$ cat src/rtl/modport_array_pkg.sv
// Shared constants and types for the modport_array lane-routing block.
package modport_array_pkg;

    // Default number of lanes, which is also the default counter width.
    localparam int unsigned LANES_DEFAULT = 4;

    // One bit per lane at the default width.
    typedef logic [LANES_DEFAULT-1:0] lane_vec_t;

endpackage : modport_array_pkg

$ cat src/rtl/modport_array_lane_if.sv
// Single-bit lane interface. The producer of a lane binds to the source
// modport and the consumer binds to the sink modport.
interface lane_if;

    logic a;

    modport source (output a);
    modport sink   (input  a);

endinterface : lane_if

$ cat src/rtl/modport_array.sv
// Free-running N-bit counter whose bits are exposed twice: once directly and
// once after a round trip through an array of lane interfaces. A sticky flag
// records any clock edge on which the two copies disagree.
module modport_array
    import modport_array_pkg::*;
#(
    parameter int N = LANES_DEFAULT
) (
    input  logic         clk,
    input  logic         rst,
    output logic [N-1:0] cnt,
    output logic [N-1:0] direct,
    output logic [N-1:0] routed,
    output logic         mismatch,
    output logic         done
);

    logic [N-1:0] cnt_q;
    logic [N-1:0] cnt_d;
    logic         mismatch_q;
    logic         mismatch_d;

    // Unpacked array of lane interfaces. Lane i carries cnt[i] from its
    // source side to its sink side with no storage in between.
    lane_if lane [N-1:0] ();

    // Lane i's source side is written from the counter bit, and routed[i] is
    // taken from the same lane's sink side.
    for (genvar i = 0; i < N; i++) begin : g_lane
        assign lane[i].a = cnt_q[i];
        assign routed[i] = lane[i].a;
    end

    assign cnt    = cnt_q;
    assign direct = cnt_q;
    assign done   = &cnt_q;

    // Next-state: counter wraps naturally at 2^N; mismatch is sticky.
    always_comb begin
        cnt_d      = cnt_q + N'(1);
        mismatch_d = mismatch_q;
        if (direct != routed) begin
            mismatch_d = 1'b1;
        end
    end

    // State register with synchronous reset, which takes priority over counting.
    always_ff @(posedge clk) begin
        if (rst) begin
            cnt_q      <= '0;
            mismatch_q <= 1'b0;
        end else begin
            cnt_q      <= cnt_d;
            mismatch_q <= mismatch_d;
        end
    end

    assign mismatch = mismatch_q;

endmodule : modport_array

$ cat config.mk
export PLATFORM = sky130hd
export DESIGN_NAME = modport_array
export DESIGN_NICKNAME = d
export VERILOG_FILES = /design/src/rtl/modport_array_pkg.sv /design/src/rtl/modport_array_lane_if.sv /design/src/rtl/modport_array.sv
export SDC_FILE = /design/constraint.sdc
export NUM_CORES = 1
export LEC_CHECK = 0
export CELL_PAD_IN_SITES_DETAIL_PLACEMENT = 1
export CELL_PAD_IN_SITES_GLOBAL_PLACEMENT = 2
export CORE_MARGIN = 3
export CORE_UTILIZATION = 15
export DETAILED_ROUTE_END_ITERATION = 12
export PLACE_DENSITY = 0.65
export SETUP_SLACK_MARGIN = 0.5
export SLEW_MARGIN = 20
export SYNTH_ARGS = -nofsm -noshare
export SYNTH_HDL_FRONTEND = slang
export SYNTH_SLANG_ARGS = --single-unit
$ cat constraint.sdc
create_clock -name clk -period 1.1 [get_ports clk]
set_input_delay 0.11 -clock clk [delete_from_list [all_inputs] [get_ports clk]]
set_output_delay 0.11 -clock clk [all_outputs]
set_load 0.02 [all_outputs]
# --- After elaboration in Yosys (flattened, before gate mapping) ---
# Index checks and enable logic that the tools add are counted.
word_totals:
  latchBits: 0
  out_inout_bits: 14
  ramBits: 0
  inputBits: 2
  n_memories: 0
  regBits: 4
  rom_bits: 0
  word_cells: 3
classes:
  n_eq_ne: 0
  add_sub_neg: 1
  mux: 0
  n_reduce_logical: 1
  order_cmp: 0
  div: 0
  n_shift: 0
  n_mul: 0
  bitwise_logic: 0
ops:
  columns: ["operator", "count"]
  rows:
  - ["4-bit by 1-bit adder with 4-bit output, second input constant", 1]
  - ["4-bit AND reduction", 1]

# --- Depth between registers and ports, before layout ---
# Gate-level depths: netlist of the first run.
depth:
  word_depth: 1
  mapped_depth: 3
  ltp_nobuf: 3

# --- Worst setup path after synthesis of the first run ---
# No wires, ideal clock.
synth_timing:
  path_kind: "reg-to-reg"
  start: "reg cnt_q[2] (netlist: cnt[2])"
  end: "reg cnt_q[3] (netlist: cnt[3])"
  synth_period_minus_slack_ns: 1.054
  required_ns: 0.979
  stages_incl_launch_ff: 3
  setup_slack_ns: 0.046
  arrival_time_ns: 0.933
  setup_ns: 0.121
  n_path_buf: 0
  cell_sequence: "dfxtp_1 -> nand3_1 -> mux2_4"
synth_via:
  elab_chain_len: 1
synth_lines:
  columns: ["item", "line_no", "rtl"]
  rows:
  - ["from (decl)", "modport_array.sv:18", "logic [N-1:0] cnt_q;"]
  - ["from (signal assigned)", "modport_array.sv:53", "cnt_q <= cnt_d;"]
  - ["4-bit by 1-bit adder with 4-bit output", "modport_array.sv:40", "cnt_d = cnt_q + N'(1);"]
# No other way between the ends.
# A chain may end at the register's enable or synchronous reset.

# --- Worst setup path in the final report of the first run ---
layout_timing:
  start: "reg cnt_q[1] (netlist: cnt[1])"
  end: "out done"
layout_via:
  elab_chain_len: 1
layout_lines:
  columns: ["item", "line_no", "rtl"]
  rows:
  - ["4-bit AND reduction", "modport_array.sv:36", "assign done = &cnt_q;"]
  - ["to (decl)", "modport_array.sv:15", "output logic done"]
# No other way between the ends.

==> impl_results.md, run 1 <==
* Reg2reg start: cnt[0]
* Arrival time at the worst endpoint at 1.00 ns
* Seq/Total Area, Yosys at 35.8%
* Initial Util at approximately 17%
* Antenna Cells at 0
* Hold path start: rst
* Worst-Skew Late Latency at 0.24 ns
* CTS H-tree lvls at 1
* Worst r2r dst: cnt[3]
* Hold_ws at around 0.34 ns
* First-pass GRT wire length at 1.04 mm
* P&R area growth vs syn at 131%
* Most common cell after layout, fill and taps aside: buf_6
* Crit-path slowest cell: dfxtp_4
* Syn Area/Cell at 9.33 sq um
* Post-place setup slack at -0.236 ns
* Placed cell count at 50
* Syn_nets at 27
* Largest register FFs at 4
* Top-Level Pins at 16
* Reg clk slew, reported paths at 0.03 ns
* Hpwl dp at 449 microns
* Clk buf depth at 2
* VDD IR max at 506 uV
* Clock skew at 0.00182 ns
* Max Freq at 0.904 GHz
* Die W at around 45 microns
* DR iter-0 viols at 3
* Final std cells w/o fill at 58
* Top delay family on crit path: flip-flops
* Synth area leader: dfxtp_1
* DR DRC count at 0
* Pwr Density at 1030 nW/um^2
* Worst EP required at 0.99 ns
* Final hold vios at 0
* Seq cells post-synth at 4
* Distinct cell type count after synthesis at 10
* Number of global-route vias before repair at 223
* Root Buffer: clkbuf_4
* Placed cell areas at 397 sq um
* CTS buffer count at 3
* Setup-failing EPs final at 1
* Vias per cell at between 3 and 4
* Crit path buf inv count at 1
* CP startpoint kind: flop
* CTS tree: done
* Tcrit/Tclk final at 101%
* Antenna viol nets, final at 0
* Core Footprint at between 1000 and 1500 sq um
* Worst-path cell chain: ha_4 > and3_4 > buf_6
* Crit Path Category: flop to output pin
* GPL Wtd Cong at between 0.7 and 0.8
* Post-CTS Hold Buffers at 0
* Crit. End Element: output pin
* Max-cap violations at 0
* Commonest cells after routing, fill and taps aside: 19 x buf_6, 5 x buf_4, 4 x dfxtp_4, 3 x clkbuf_4
* Nets at 48
* Die height at between 40 and 50 microns
* Die Area at 1990 sq um
* Syn Inst Count at 24
* IO Port Bufs at 14
* WHS Path Cells at 3
* Worst stage delay on the critical path at 0.34 ns
* Drt pass-1 iters at 3
* Antenna violations before repair at 0
* Reg2Reg Depth at 4
* Layout cell share with drive strength beyond 1 at 86.0%
* Synth Warn # at 0
* Status: finished with violations
* Site Rows at 13
* Overall Global Routing Usage at 7.67%
* Hold endpoint: cnt[0]
* Final WL at 627 microns
* Worst-path maximum fanout at 2
* Fill cells at about 150
* Vias at 212
* Finished Cell Area at 517 sq um
* Post-synth top area share at 35.8%
* Max-slew violations at 0
* RSZ-0062 raised after global routing: yes
* Final WS setup at -0.00574 ns
* Largest cells by area after synthesis: dfxtp_1 36%, buf_4 30%, mux2_4 6.7%
* Grt ovf at 0
* Total clock sinks at 4
* Failing checks: setup timing
* R2R Setup Slk at around 0.03 ns
* Largest net degree at the start of global routing at 6
* Leakage at about 0.24 nW
* Min-delay worst type: primary input to flop
* Mapped Area at roughly 220 sq um
* Clock period minus worst slack at 1.11 ns
* WL per Instance at between 10 and 15 microns
-- cell type report --
cell class | count | area, sq um | area share (%)
Multi-Input combinational cell | 11 | 120 | 23.2
Clock buffer | 3 | 22.5 | 4.36
Sequential cell | 4 | 95.1 | 18.4
Timing Repair Buffer | 25 | 260 | 50.4
Tap cell | 15 | 18.8 | 3.63
-- kinds of logic after synthesis --
logic type | count (synthesis) | synth area share [%]
mux | 1 | 6.70
other cells | 1 | 1.67
xor+xnor | 1 | 3.91
buf+inv | 9 | 30.2
fa+ha+maj | 1 | 5.59
simple gates | 7 | 16.2
flops | 4 | 35.8
-- how the worst max path moves through the flow --
stage            from      to  cells past startpoint
6_report       cnt[1]    done                      3
5_1_grt        cnt[1]    done                      3
4_1_cts        cnt[0]    done                      3
3_5_place_dp   cnt[0]    done                      3
3_3_place_gp   cnt[0]    done                      3
2_1_floorplan  cnt[0]  cnt[3]                      2
-- per-stage QoR --
| step | total power, mW | TNS (ns) | utilization (%) |
|---|---|---|---|
| 2_1_floorplan | 0.253 | 0 | - |
| 3_3_place_gp | 0.305 | -0.848 | 29.4 |
| 3_5_place_dp | 0.311 | -0.971 | 29.4 |
| 4_1_cts | 0.529 | -0.0172 | 36.0 |
| 5_1_grt | 0.578 | -0.0623 | 38.3 |
| 6_report | 0.534 | -0.00574 | 38.3 |
-- Yosys cell counts --
master / n
and3_2: 1
nor2b_1: 2
mux2_4: 1
nor2_1: 3
ha_1: 1
dfxtp_1: 4
nand3_1: 1
buf_4: 9
xnor2_1: 1
conb_1: 1
-- where the power goes --
group	leakage (nW)	switching (mW)	internal (mW)	total [mW]
Clock	0.0138	0.0594	0.122	0.181
Sequential	0.0356	0.00939	0.153	0.162
Combinational	0.187	0.0867	0.104	0.191
Total	0.236	0.156	0.378	0.534
-- tightest hold or removal path, cell delays in order --
cell	delay, ns
dlygate4sd2_1	0.24
buf_4	0.15
nor2_4	0.04
-- repair_timing --
action | 4_1_cts | 5_1_grt
gates resized for setup | 85 | 4
endpoints found under the setup margin | 17 | 17
pin swaps | 2 | 1
hold endpoints to repair | 0 | 0
setup buffers | 4 | 1
-- layer usage --
metal	track usage [%]	share of wire, %
met2	12.9	65
met3	4.88	8.0
met5	0	0
met4	5.42	0
met1	6.49	27
Note: power is estimated with default switching activity, not from simulation.
==> run 2: changes to the inputs <==
--- a/config.mk
+++ b/config.mk
@@ -12,6 +12,7 @@
 export DETAILED_ROUTE_END_ITERATION = 12
 export PLACE_DENSITY = 0.65
 export SETUP_SLACK_MARGIN = 0.5
+export SKIP_CTS_REPAIR_TIMING = 1
 export SLEW_MARGIN = 20
 export SYNTH_ARGS = -nofsm -noshare
 export SYNTH_HDL_FRONTEND = slang
==> constraint.sdc (replaced) <==
create_clock -name clk -period 1.02 [get_ports clk]
set_input_delay 0.102 -clock clk [delete_from_list [all_inputs] [get_ports clk]]
set_output_delay 0.102 -clock clk [all_outputs]
set_load 0.02 [all_outputs]
==> impl_results.md, run 2 (synthesis results as in run 1) <==
* Clk buf depth at 2
* Crit. End Element: output pin
* Net Sw Power at 0.160 mW
* Pwr Density at 1180 nW/um^2
* Final hold vios at 0
* Nets at between 40 and 50
* Drt pass-1 iters at 1
* Failing checks: setup timing
* GPL Wtd Cong at 0.617
* Largest register FFs at 4
* Clock skew at 0.00303 ns
* Die height at 44.6 microns
* CTS buffer count at 3
* Net Sw Frac at between 20% and 30%
* Reg clk slew, reported paths at 0.03 ns
* Max-slew violations at 0
* First-pass GRT wire length at 800 microns
* RSZ-0062 raised after global routing: yes
* Initial Util at 16.6%
* Vias at 205
* P&R area growth vs syn at 113%
* Max Freq at 0.920 GHz
* Worst-path cell chain: ha_4 > and3_4 > buf_6
* Grt ovf at 0
* Die W at around 45 microns
* Internal Pwr Total at approximately 0.40 mW
* Sequential share of power at between 30% and 40%
* Clock period minus worst slack at 1.09 ns
* Crit-path slowest cell: dfxtp_4
* Arrival time at the worst endpoint at 0.98 ns
* Tcrit/Tclk final at 107%
* Worst-path maximum fanout at 2
* Antenna Cells at 0
* Layout cell share with drive strength beyond 1 at 85.0%
* Largest net degree at the start of global routing at 6
* Number of global-route vias before repair at 195
* WL per Instance at 11.4 microns
* Commonest cells after routing, fill and taps aside: 16 x buf_6, 5 x buf_4, 4 x dfxtp_4, 3 x nor2_1, 3 x clkbuf_4
* Die Area at 1990 sq um
* Post-place setup slack at -0.339 ns
* Hpwl dp at 440 microns
* IO Port Bufs at 14
* Root Buffer: clkbuf_4
* Crit Path Category: flop to output pin
* Worst-Skew Late Latency at 0.24 ns
* Most common cell after layout, fill and taps aside: buf_6
* Core Footprint at 1350 sq um
* CP startpoint kind: flop
* Max-cap violations at 0
* Worst EP required at approximately 0.9 ns
* Top-Level Pins at 16
* DR DRC count at 0
* Setup_tns at -0.0847 ns
* Leakage at 0.220 nW
* Min-delay worst type: flop to flop
* Setup-failing EPs final at 3
* VDD IR max at between 500 and 600 uV
* DR iter-0 viols at 0
* Status: finished with violations
* Antenna violations before repair at 0
* Antenna viol nets, final at 0
* Total clock sinks at 4
* Combinational share of power at 34.2%
* CTS tree: done
* Worst stage delay on the critical path at 0.34 ns
* Vias per cell at 3.73
* Overall Global Routing Usage at around 6.7%
* Fin util at 35.3%
* Final WL at 629 microns
* Site Rows at 13
* Clk pwr share at about a third
* Final WS setup at -0.0665 ns
* CTS H-tree lvls at 1
[run 2: final cells by class]
cell class | instances | area (sq um)
clock buffer | 3 | 22.5
fill | 152 | 873
multi-input combinational | 11 | 113
sequential | 4 | 95.1
tap | 15 | 18.8
timing repair buffer | 22 | 228
[run 2: stage by stage]
step / power [mW] / hold WS [ns] / instance area [sq um] / cells
2_1_floorplan: 0.269 / 0.159 / 258 / 24
3_3_place_gp: 0.328 / 0.527 / 394 / 51
3_5_place_dp: 0.330 / 0.535 / 394 / 51
4_1_cts: 0.531 / 0.541 / 417 / 54
5_1_grt: 0.589 / 0.583 / 477 / 55
6_report: 0.561 / 0.570 / 477 / 55
[run 2: worst max-delay path: cells and delay by family (launching register included)]
family	cells	cell delay (ns)
adders and majority gates	1	0.15
and+or+nand+nor	1	0.14
DFF	1	0.34
buffers and inverters	1	0.12
[run 2: power groups by stage]
stage / clock network, mW / logic (mW) / registers, mW
floorplan: 0 / 0.0750 / 0.194
global placement: 0 / 0.157 / 0.172
detailed placement: 0 / 0.158 / 0.172
CTS: 0.201 / 0.160 / 0.170
global route: 0.212 / 0.202 / 0.175
finish: 0.196 / 0.192 / 0.173
[run 2: path summary, 6_finish.rpt]
check,endpoint,cells past startpoint,slack [ns],start
min,cnt[0],2,0.57,cnt[0]
max,done,3,-0.07,cnt[0]
min reg2reg,cnt[0],2,0.57,cnt[0]
max reg2reg,cnt[3],4,-0.02,cnt[2]
[run 2: metal layers]
metal | vias up | global-route usage (%) | part of all wire (%)
met5 | - | 0 | 0
met4 | 0 | 10.8 | 6.5
met3 | 4 | 3.66 | 6.0
met2 | 11 | 10.0 | 57
met1 | 91 | 4.59 | 30
li1 | 99 | - | -
==> RTL change 1 (config.mk and constraints of run 1) <==
`LANES_DEFAULT`: 4 -> 6.
--- a/src/rtl/modport_array_pkg.sv
+++ b/src/rtl/modport_array_pkg.sv
@@ -4,3 +4,3 @@
     // Default number of lanes, which is also the default counter width.
-    localparam int unsigned LANES_DEFAULT = 4;
+    localparam int unsigned LANES_DEFAULT = 6;
 
Ports: changed (resized cnt, direct and routed); port bits go from 16 to 22. No check against the original RTL was run, so the function may have changed too.
==> RTL change 1 against run 1 <==
The flow still finishes with violations (negative setup slack); synthesized area is 51% higher; cell area up 38%; worst setup slack lost 0.031 ns; via count is 51% higher; cell count increased by 53%; routed wire length rose by 46%; power up 20%; combinational power decreased by 5%; sequential cell count increased by 2; first-iteration DRC count down 100%; critical path depth is 1 higher.
==> RTL change 1: results (changes against run 1) <==
- Outcome: finished with violations (unchanged)
- Violated checks: negative setup slack (unchanged)
- Layout cells sized above 1: 0.7742 (was 0.8605)
- Crit-path max cell delay: 0.35 ns
- Pin count of the biggest net entering global routing: 6 (unchanged)
- Clk buf depth: 2 (unchanged)
- Synth Area in Adders: 0.03704 (was 0.05587)
- First-pass GRT wire length: 1359 µm (was 1041 µm)
- Placed Area: 593.1 µm² (was 396.6 µm²)
- Max reg flops: 6 (was 4)
- Multiplexer area fraction after synthesis: 0 (was 0.06704)
- Mapped Nets: 41 (was 27)
- Synth Area in Compound Gates: 0.02222 (was 0)
- Net Sw Frac: 0.2867 (was 0.2913)
- Worst hold path class: in -> reg (unchanged)
- IO buf count: 20 (was 14)
- Setup WS post-layout: -0.03669 ns (was -0.005743 ns)
- Total GRT Usage: 0.07599 (was 0.07673)
- Detailed Routing Iterations Pass 1: 1 (was 3)
- Total Wirelength: 914 µm (was 627 µm)
- Final #Nets: 66 (was 48)
- Commonest cells post-synth: buf_4 (13), dfxtp_1 (6), nor2_1 (6) (was buf_4 (9), dfxtp_1 (4), nor2_1 (3))
- Clk slew on worst S/H paths: 0.05 ns (was 0.03 ns)
- Worst EP arrival: 1.03 ns (was 1.00 ns)
- Final Skew: 0.008061 ns (was 0.001824 ns)
- Final setup vio count: 1 (unchanged)
- Detailed Route Iter0 Violations: 0 (was 3)
- Top FF cell, synth: dfxtp_1 (unchanged)
- Hpwl dp: 717.8 µm (was 448.6 µm)
- Post-synthesis xor/xnor area fraction: 0.07778 (was 0.03911)
- Vias per cell: 3.596 (was 3.655)
- Routability cong.: 0.6685 (was 0.7221)
- Peak VDD IR: 0.4043 mV (was 0.5065 mV)
- Register area share after synthesis: 0.3556 (was 0.3575)
- Top cells by area, synth: dfxtp_1 (36%), buf_4 (29%), nor2_1 (6.7%) (was dfxtp_1 (36%), buf_4 (30%), mux2_4 (6.7%))
- Fill count: 241 (was 147)
- R2R cell count: 5 (was 4)
- Vias in the first global route: 321 (was 223)
RTL change 1: critical path: cells and delay by family (launching register included):
kind                       cells  cell delay [ns]
adders and majority gates      1             0.15
buffers and inverters          1             0.11
DFF                            1             0.35
and+or+nand+nor                2             0.16
RTL change 1: logic make-up after synthesis:
group           after synthesis
flops                         6
simple gates                 13
compound gates                1
buf+inv                      13
xor+xnor                      3
other cells                   1
fa+ha+maj                     1
RTL change 1: cell type report:
class / instances / area [µm²] / share of cell area
repair buffers: 33 / 327.8 / 0.4605
multi-input cells: 19 / 183.9 / 0.2583
clock buffers: 4 / 26.28 / 0.03691
flip-flops and latches: 6 / 140.1 / 0.1968
well taps: 27 / 33.78 / 0.04745
RTL change 1: path summary, 6_finish.rpt:
| check | startpoint | endpoint | slack [ns] |
|---|---|---|---|
| worst min-delay path | rst | cnt[5] | 0.39 |
| worst max-delay path | cnt[1] | done | -0.04 |
| worst min register to register | cnt[0] | cnt[0] | 0.58 |
| worst max register to register | cnt[1] | cnt[2] | 0.05 |
RTL change 1: metal layers:
| layer | up-vias | share of wire | global-route usage |
|---|---|---|---|
| met4 | 0 | 0.055 | 0.1021 |
| li1 | 156 | - | - |
| met1 | 145 | 0.32 | 0.04817 |
| met5 | - | 0 | 0 |
| met3 | 5 | 0.067 | 0.02535 |
| met2 | 14 | 0.56 | 0.1408 |
RTL change 1: power groups by stage:
stage / Clock (W) / Combinational, W / Sequential (W)
6_report: 0.000225 / 0.000181 / 0.000233
5_1_grt: 0.000260 / 0.000194 / 0.000233
4_1_cts: 0.000239 / 0.000166 / 0.000232
3_5_place_dp: 0 / 0.000148 / 0.000236
3_3_place_gp: 0 / 0.000145 / 0.000235
2_1_floorplan: 0 / 0.0000749 / 0.000256
RTL change 1: repair_timing:
item / in CTS / in global routing
gates resized for setup: 118 / 4
pin swaps: 4 / 2
setup endpoints to repair: 25 / 25
hold buffers: 0 / 0
setup buffers: 2 / 2
RTL change 1: stage by stage:
stage                       util  setup slack, ns  hold slack (ns)  TNS (ns)  std cells
after global routing      0.3487         -0.09062           0.3949   -0.1115         89
after global placement    0.2904          -0.2737           0.5445    -1.429         81
final                     0.3487         -0.03669           0.3894  -0.03669         89
after detailed placement  0.2904          -0.2835           0.5555    -1.515         81
after CTS                 0.3297         -0.05358           0.3522  -0.05358         87
after floorplan                -           0.1816           0.1671         0         38
==> RTL change 2 (settings of run 1) <==
Made on the original files. Put a register stage on the output `routed`, with the module's reset. The value now appears one clock later. The other outputs are not delayed to match.
--- a/src/rtl/modport_array.sv
+++ b/src/rtl/modport_array.sv
@@ -17,2 +17,4 @@
 
+    logic [N-1:0] routed_d;
+
     logic [N-1:0] cnt_q;
@@ -30,3 +32,3 @@
         assign lane[i].a = cnt_q[i];
-        assign routed[i] = lane[i].a;
+        assign routed_d[i] = lane[i].a;
     end
@@ -41,3 +43,3 @@
         mismatch_d = mismatch_q;
-        if (direct != routed) begin
+        if (direct != routed_d) begin
             mismatch_d = 1'b1;
@@ -59,2 +61,10 @@
 
+    always_ff @(posedge clk) begin
+        if (rst) begin
+            routed <= '0;
+        end else begin
+            routed <= routed_d;
+        end
+    end
+
 endmodule : modport_array
Formal check against the unedited RTL: not equivalent (a bounded check fails within 4 cycles, from zero or initial values and one cycle with rst high).
==> RTL change 2 against run 1 <==
Cell area increased by 26%; worst setup slack got worse by 0.016 ns; synthesized area increased by 37%; cell count grew 29%; routed wire length up 24%; core utilization is 2.5 points lower; clock skew increased by 0.0013 ns; power increased by 36%; non-clock buffer count stayed put; the flow still finishes with violations (negative setup slack); sequential cell count is 4 higher.
==> RTL change 2: results (changes against run 1) <==
- Outcome: finished with violations (unchanged)
- Violated checks: negative setup slack (unchanged)
- DR WL met2: 397 µm (was 406 µm)
- Met3 WL: 86 µm (was 50 µm)
- Setup WS post-layout: -0.02212 ns (was -0.005743 ns)
- Fill count: 202 (was 147)
- Synth cell types: 12 (was 10)
- Cts repair resizes: 89 (was 85)
- Net switching power: 0.0001886 W (was 0.0001556 W)
- Min-Delay Endpoint: routed[3] (was cnt[0])
- Net Sw Frac: 0.2589 (was 0.2913)
- Finished Layout Cells: 75 (was 58)
- Worst-Skew Late Latency: approximately 0.25 ns
- Detailed Routing Iterations Pass 1: 1 (was 3)
- Mapped Nets: 30 (was 27)
- Setup Buffers After CTS: 3 (was 4)
- First-pass GRT wire length: 1304 µm (was 1041 µm)
- Routability cong.: 0.6392 (was 0.7221)
- Final #Nets: 55 (was 48)
- Flop pwr share: 0.434 (was 0.303)
- Met1 Wirelength: 296 µm (was 170 µm)
- Worst setup slack after placement: -0.2183 ns (was -0.2356 ns)
- Leak pwr: 0.2946 nW (was 0.2363 nW)
- Pin count of the biggest net entering global routing: 8 (was 6)
- Cell count after placement: 68 (was 50)
- R2r startpoint: cnt[1] (was cnt[0])
- Total Wirelength: 779 µm (was 627 µm)
- Clk slew on worst S/H paths: 0.05 ns (was 0.03 ns)
- Detailed Route Iter0 Violations: 0 (was 3)
- Total GRT Usage: 0.07191 (was 0.07673)
- Register area share after synthesis: 0.5224 (was 0.3575)
- Setup TNS: -0.02212 ns (was -0.005743 ns)
- Synthesized area per cell: 11.35 µm² (was 9.332 µm²)
- Final setup vio count: 1 (unchanged)
- Commonest cells post-synth: dfxtp_1 (8), buf_4 (5), and2b_1 (3), nor2_1 (3) (was buf_4 (9), dfxtp_1 (4), nor2_1 (3))
- Peak VDD IR: 0.7044 mV (was 0.5065 mV)
- Via count: 255 (was 212)
- Final Skew: 0.003103 ns (was 0.001824 ns)
- Layout cells sized above 1: 0.8400 (was 0.8605)
-- RTL change 2: cell types whose count changed after synthesis, sizes merged --
cell,delta
dfxtp,+4
and2b,+4
buf,-4
nor2b,-1
-- RTL change 2: cells by family (layout without fill, tap and decap cells) --
group	count (synthesis)	in the layout	share of synthesized area
DFF	8	8	0.5224
other	1	1	0.01223
xor gates and xnor gates	1	1	0.02858
adders and majority gates	1	1	0.04081
buffers and inverters	5	28	0.1225
muxes	1	1	0.04897
and+or+nand+nor	10	10	0.2245
-- RTL change 2: layer usage --
| layer | track usage | up-vias |
|---|---|---|
| met1 | 0.06878 | 115 |
| li1 | - | 126 |
| met3 | 0.05248 | 0 |
| met4 | 0 | 0 |
| met5 | 0 | - |
| met2 | 0.1309 | 14 |
-- RTL change 2: worst max-delay path by stage --
stage | startpoint | end | slack [ns] | cells after the start
2_1_floorplan | cnt[0] | cnt[3] | 0.22 | 2
3_3_place_gp | cnt[0] | done | -0.21 | 3
3_5_place_dp | cnt[0] | done | -0.22 | 3
4_1_cts | cnt[1] | done | -0.03 | 3
5_1_grt | cnt[0] | done | -0.05 | 3
6_report | cnt[0] | done | -0.02 | 3
-- RTL change 2: critical path: cells and delay by family (launching register included) --
kind	cells	cell delay [ns]
simple gates	1	0.14
fa+ha+maj	1	0.15
flops	1	0.35
buf+inv	1	0.12
-- RTL change 2: through the flow --
stage | hold WS (ns) | cell area [µm²]
floorplan | 0.1671 | 346.6
global placement | 0.5545 | 529.3
detailed placement | 0.5572 | 529.3
CTS | 0.3482 | 620.6
global route | 0.3744 | 651.9
finish | 0.3384 | 651.9
-- RTL change 2: layout make-up --
cell class	instances	area [µm²]	area share
timing repair buffer	25	269.0	0.4127
sequential	8	180.2	0.2764
multi-input combinational	14	148.9	0.2284
tap	25	31.28	0.04798
clock buffer	3	22.52	0.03455
